<file path="config.mk">
export PLATFORM = sky130hd
export DESIGN_NAME = bist_resp_ctrl
export DESIGN_NICKNAME = d
export VERILOG_FILES = /design/src/rtl/bist_resp_ctrl.sv
export SDC_FILE = /design/constraint.sdc
export NUM_CORES = 1
export LEC_CHECK = 0
export CAP_MARGIN = 30
export CORE_ASPECT_RATIO = 0.6
export CORE_MARGIN = 3
export CORE_UTILIZATION = 40
export DETAILED_ROUTE_END_ITERATION = 8
export MAX_ROUTING_LAYER = met4
export PLACE_DENSITY = 0.61
export SLEW_MARGIN = 20
export SYNTH_ARGS = -nofsm -noshare
export SYNTH_HDL_FRONTEND = slang
export SYNTH_SLANG_ARGS = --single-unit
</file>
<file path="constraint.sdc">
create_clock -name clk -period 2.5 [get_ports clk]
set_input_delay 0.5 -clock clk [delete_from_list [all_inputs] [get_ports clk]]
set_output_delay 0.5 -clock clk [all_outputs]
set_load 0.05 [all_outputs]
</file>
<file path="src/rtl/bist_resp_ctrl.sv">
// bist_resp_ctrl: scan BIST sequencer with 7-input MISR response compaction and golden compare.
// Define BIST_SIG_OBS_EN to expose the MISR contents on the signature port.
module bist_resp_ctrl #(
    parameter int         CHAIN_LEN  = 33,
    parameter int         PATTERNS   = 100,
    parameter logic [6:0] GOLDEN_SIG = 7'h00
) (
    input  logic       clk,
    input  logic       reset_n,
    input  logic       start,
    input  logic [6:0] scan_outs,
    output logic       scan_en,
    output logic       bist_en,
    output logic       tpg_reset,
    output logic       busy,
    output logic       done,
    output logic       pass
`ifdef BIST_SIG_OBS_EN
    ,
    output logic [6:0] signature
`endif
);
    localparam int SW = $clog2(CHAIN_LEN + 1);
    localparam logic [SW-1:0] SH_LAST = SW'(CHAIN_LEN - 1);
    localparam logic [15:0] PAT_N = 16'(PATTERNS);

    typedef enum logic [2:0] {IDLE, INIT, SHIFT, CAPTURE, COMPARE, DONE} state_t;

    state_t         state;
    logic [SW-1:0]  sh_cnt;
    logic [15:0]    pat_cnt;
    logic [6:0]     misr;

`ifdef BIST_SIG_OBS_EN
    assign signature = misr;
`endif

    // Outputs are registered alongside the state they belong to.
    always_ff @(posedge clk or negedge reset_n) begin
        if (!reset_n) begin
            state     <= IDLE;
            misr      <= '0;
            sh_cnt    <= '0;
            pat_cnt   <= '0;
            scan_en   <= 1'b0;
            bist_en   <= 1'b0;
            tpg_reset <= 1'b0;
            busy      <= 1'b0;
            done      <= 1'b0;
            pass      <= 1'b0;
        end else begin
            case (state)
                IDLE, DONE: if (start) begin
                    state     <= INIT;
                    misr      <= '0;
                    sh_cnt    <= '0;
                    pat_cnt   <= '0;
                    bist_en   <= 1'b1;
                    tpg_reset <= 1'b1;
                    busy      <= 1'b1;
                    done      <= 1'b0;
                    pass      <= 1'b0;
                end
                INIT: begin
                    state     <= SHIFT;
                    scan_en   <= 1'b1;
                    tpg_reset <= 1'b0;
                end
                SHIFT: begin
                    // The first phase only loads the chains, so its unload is not compacted.
                    if (pat_cnt != '0)
                        misr <= scan_outs ^ {misr[5:0], misr[6]};
                    if (sh_cnt == SH_LAST) begin
                        sh_cnt  <= '0;
                        scan_en <= 1'b0;
                        bist_en <= 1'b0;
                        state   <= (pat_cnt < PAT_N) ? CAPTURE : COMPARE;
                    end else begin
                        sh_cnt <= sh_cnt + 1'b1;
                    end
                end
                CAPTURE: begin
                    pat_cnt <= pat_cnt + 1'b1;
                    scan_en <= 1'b1;
                    bist_en <= 1'b1;
                    state   <= SHIFT;
                end
                COMPARE: begin
                    pass  <= (misr == GOLDEN_SIG);
                    busy  <= 1'b0;
                    done  <= 1'b1;
                    state <= DONE;
                end
                default: state <= IDLE;
            endcase
        end
    end
endmodule

</file>
After elaboration in Yosys (flattened, before gate mapping)
Cells that the tools add are included.
- add/sub/neg operators: 2
- $lt $le $gt $ge: 1
- equality and inequality tests: 9
- muxes and demuxes: 21
- bitwise logic cells: 1
- reduce and logical (&&, ||, !) cells: 19
- operator list (operator ; count):
    $pmux 16 s2 ; 1
    $add 16x1->16 const B ; 1
    $lt 16x7->1 const B ; 1
    $mux 16 ; 1
    $reduce_bool 16->1 ; 1
    $mux 7 ; 2
    $pmux 7 s2 ; 1
    $mux 6 ; 2
    $pmux 3 s4 ; 1
    $pmux 6 s2 ; 1
    $reduce_and 2->1 ; 6
    $pmux 1 s2 ; 5
    $reduce_bool 2->1 ; 5
    $mux 3 ; 3
    $logic_not 7->1 ; 1
    $xor 7x7->7 ; 1
    $add 6x1->6 const B ; 1
    $eq 3x2->1 const B ; 2
    $eq 3x3->1 const B ; 2
    $eq 6x6->1 const B ; 1
    $ne 2x2->1 const B ; 3
    $reduce_and 3->1 ; 2
    $reduce_or 2->1 ; 2
    $eq 3x1->1 const B ; 1
    4 further kinds ; 6
- bits in registers: 38
- input port bits: 10
- output and inout bits: 6
- logic and storage cells: 63

Longest topological paths before layout
- depth after elaboration: 4
- depth in mapped cells: 7
- mapped depth without buffers: 6

Worst setup path before layout
OpenSTA, ideal clock, no wires.
- kind: reg2reg
- start: register sh_cnt[0]
- end: register sh_cnt[3]
- setup time: 0.128 ns
- data arrival time: 1.333 ns
- data required time: 2.372 ns
- path slack: 1.039 ns
- cell stages (with the launch flop): 7
- buffers on the path: 0
- period minus slack after synthesis: 1.461 ns
- path through: dfrtp_1 inv_1 ha_1 nand2_1 or4_4 a31oi_1 mux2i_1
- word-level cells in the longest chain between the ends: 3
- elaborated cells on any way between the ends: 4
- those cells by class: 1 x add/sub; 1 x eq/ne; 2 x mux
- ends and longest elaborated chain (what ; RTL line ; source):
    start: declaration ; 30 ; logic [SW-1:0] sh_cnt;
    start signal: assignment ; 79 ; sh_cnt <= sh_cnt + 1'b1;
    $add 6x1->6 or $eq 6x6->1 (tied branches) ; 79, 73 ;
    $mux 6 * ; 73 ; if (sh_cnt == SH_LAST) begin
    $pmux 6 s2 * ; 52 ; case (state)
Every way passes the cells marked *; elsewhere a longest branch is shown, timed or not.
A chain may end at the register's enable or synchronous reset.

Worst setup path after layout
- start: register done
- end: output port done
- RTL lines (what ; RTL line ; source):
    start: declaration ; 16 ; output logic done,
    start signal: assignment ; 49 ; done <= 1'b0;
    start signal: assignment ; 61 ; done <= 1'b0;
    start signal: assignment ; 91 ; done <= 1'b1;
No word-level cell between the ends.

==> metrics list <==
- The run finished with clean final reports.
- DIE AREA: 0.00620 mm²
- For this run, design rule violations remaining after detail routing come to 0.
- Syn Std Cell Area: 0.00211 mm²
- The HPWL after detailed placement is 3160 µm.
- Average size of a mapped cell: 9.84 µm²
- After clock tree synthesis, the clock-pin slew on the worst setup and hold paths is 0.08 ns.
- Biggest fanout along the worst timing path: 2
* Sequence of cells on the critical path: clkdlybuf4s50_1
* Arrival time at the worst endpoint: 1.50 ns
* Global-route wire length before repair: 7510 µm
- For this block, the via count after detailed routing is 1621.
* Overall routed net length: 4460 µm
- For the finished layout, the period the worst path requires is 2.00 ns.
* Port-buffer cells: 15
- Post-route cell area: 0.00235 mm²
* Slew of the pin with the lowest slew margin: 0.503 ns
* Critical Path End Type: primary output
- Of the post-synthesis cell area, the dominant cell type holds 0.452.
- The number of antenna violations at the first check in global routing is 0.
* Die height: 62.2 µm
- On the worst path, the slowest cell contributes a delay of 0.82 ns.
- For this design the ratio of total power to cell area is 1030 mW/mm².
- Cell family with most CP delay: buffers and inverters
- Instance area after placement: 0.00224 mm²
* Slack of the critical path: 0.496 ns
- TritonCTS built the clock tree.
- Post-route non-filler standard cell count: 291
- In this run the tightest slew margin relative to its limit is 0.664.
- For this run the aggregate overflow at the end of global routing stands at 0.
- Cell with the largest stage delay on the worst path: clkdlybuf4s50_1
* # Post-CTS Setup Buffers: 0
- Post-placement worst setup slack: 0.476 ns
* Antenna violation net count after detailed routing: 0
- The worst hold path belongs to the class primary input to asynchronous set/reset pin.
* Most used standard cells in the synthesized netlist: dfrtp_1 (38), nand2_1 (28), o21ai_1 (14)
- Setup violations remaining at the end of the flow were counted as 0.
- Across every metal layer, demand over resource in global routing totals 0.156.
- Most used DFF post-synth: dfrtp_1
* Bufs on Longest Clock Path: 2
* Fraction of registers with async set or reset after synthesis: 1.00
* Count of final hold-check violations: 0
- In the finished design, the share of the clock period the worst path needs comes to 0.802.
* Post-synthesis instance total: 214
- Of the cells placed in the final design, the portion with a size suffix greater than 1 is 0.110.
* Synthesized net count: 228
- Rows: 19
- Measured along the x axis, the die boundary spans 99.7 µm.
- The core region is 0.00483 mm².
* Largest voltage drop on the vdd net: 0.538 mV
- In the final timing run, aggregate negative setup slack is 0 ns.
- Cell accounting for the most synthesized area: dfrtp_1
- Number of global-route vias before repair: 1399
* Effective utilization at floorplan: 0.436
* Area Overhead vs Synth: 11.6%
- In this run the number of cells on the critical path is 1.
- Final layout net count: 241
* Internal reg-to-reg setup slack: 0.78 ns
- For the worst setup path, the data required time is 2.00 ns.
- Number of vias per cell after detailed routing: 5.57
- Yosys printed 0 warnings.
- Sorting the synthesized cells by area gives the leading types as dfrtp_1 (45%), nand2_1 (5.0%), o21ai_1 (3.3%), xnor2_1 (3.3%), buf_6 (3.2%).
- In the final routed layout, each cell accounts on average for 15.3 µm.
* Setup CP Type: flop to primary output
- Cell variety after synth: 48
- Max-slew violation count: 0
- Largest net degree at the start of global routing: 39
- Most repeated cell in the gate-level netlist after synthesis: dfrtp_1
- The analysis attributes to cell leakage a power of 0.00101 µW.
- Across the run, the number of max-cap violations was 0.
- The repair_antennas step left the layout with diodes totalling 0.
- In this run the clock root is driven by a clkbuf_8.
- The share of the Yosys chip area taken by registers is 0.452.
- Filler Cell Count: 459
- Count of buffer and inverter cells on the critical path: 1
- The detailed router finished its first iteration with 129 violations.
- The first TritonRoute pass finished after 4 iterations.
- The synthesized design contains 38 register bits.
- Cts-stage hold buffer count: 0
* Final clock skew: 0.00684 ns
- Maximum clock frequency: 499 MHz
* Final weighted congestion in routability-driven placement: 0.856
- The number of clock buffers added by TritonCTS is 5.
- During I/O placement, the number of pins put on the boundary was 16.
* Number of resized instances in the post-cts repair step: 0
- Total number of H-tree levels: 2
* Unrepaired setup endpoints after global routing: no
- The number of cells on the worst reg-to-reg path is 3.
* EDFF count, synth: 0
- # placed instances: 282
* Sort of element at the start of the critical path: flop
- TritonCTS Sinks: 38
- The later pin in the worst-skew pair is clocked with a latency of 0.28 ns.
-- power breakdown --
| group | switching [µW] | total [µW] | internal [µW] |
|---|---|---|---|
| registers | 220 | 1020 | 796 |
| logic | 551 | 978 | 427 |
| clock network | 214 | 436 | 223 |
-- kinds of logic (layout without fill, tap and decap cells) --
kind of cell / Yosys count / in the layout / share of synthesized area
flops: 38 / 38 / 0.452
simple gates: 83 / 83 / 0.218
xor+xnor: 10 / 10 / 0.0452
buf+inv: 18 / 32 / 0.0588
compound gates: 55 / 55 / 0.174
mux: 6 / 6 / 0.0285
fa+ha+maj: 4 / 4 / 0.0238
-- cell type report --
class	instances	area, µm²	share of cell area
inverters	7	26.3	0.0112
multi-input cells	158	1030	0.439
well taps	63	78.8	0.0335
clock buffers	7	86.3	0.0367
repair buffers	17	173	0.0734
clock inverters	1	5.00	0.00213
flip-flops and latches	38	951	0.404
-- sequential cells by signal, indices dropped and copies added (netlist names) --
signal     flops
pat_cnt       16
misr           7
bist_en        1
pass           1
done           1
scan_en        1
tpg_reset      1
busy           1
state          3
sh_cnt         6
-- final timing paths --
check / from / to
min in group clk: bist_en / bist_en
max: done / done
min reg2reg: bist_en / bist_en
max in group asynchronous: reset_n / misr[5]
max reg2reg: state[2] / bist_en
min: reset_n / tpg_reset
-- per-layer routing --
metal / wire [µm] / vias up / global-route usage / part of all wire
met5: 0 / - / - / 0
met4: 20 / 0 / 0.0256 / 0.0045
met3: 214 / 2 / 0.0403 / 0.048
met2: 1660 / 37 / 0.173 / 0.37
met1: 2570 / 780 / 0.266 / 0.58
li1: - / 802 / - / -
-- layout by cell type (no fill, tap or decap), types with 3 or more instances in the layout --
cell	Yosys	routed
a21oi_1	4	4
a31oi_1	4	4
a41oi_1	3	3
and3_1	7	7
clkbuf_8	0	6
clkdlybuf4s50_1	0	14
dfrtp_1	38	38
ha_1	4	4
inv_1	6	6
mux2i_1	6	6
nand2_1	28	28
nand3_1	12	12
nand4_1	4	4
nor2_1	12	12
nor3_1	3	3
o21ai_0	12	12
o21ai_1	14	14
o2bb2ai_1	5	5
xnor2_1	8	8
-- per-stage QoR --
stage	utilization	hold slack, ns	total power (µW)
floorplan	-	0.204	1810
global placement	0.464	0.473	1990
detailed placement	0.464	0.472	2000
CTS	0.483	0.352	2450
global route	0.487	0.0996	2630
finish	0.487	0.0922	2430
(Power assumes the default switching activity.)
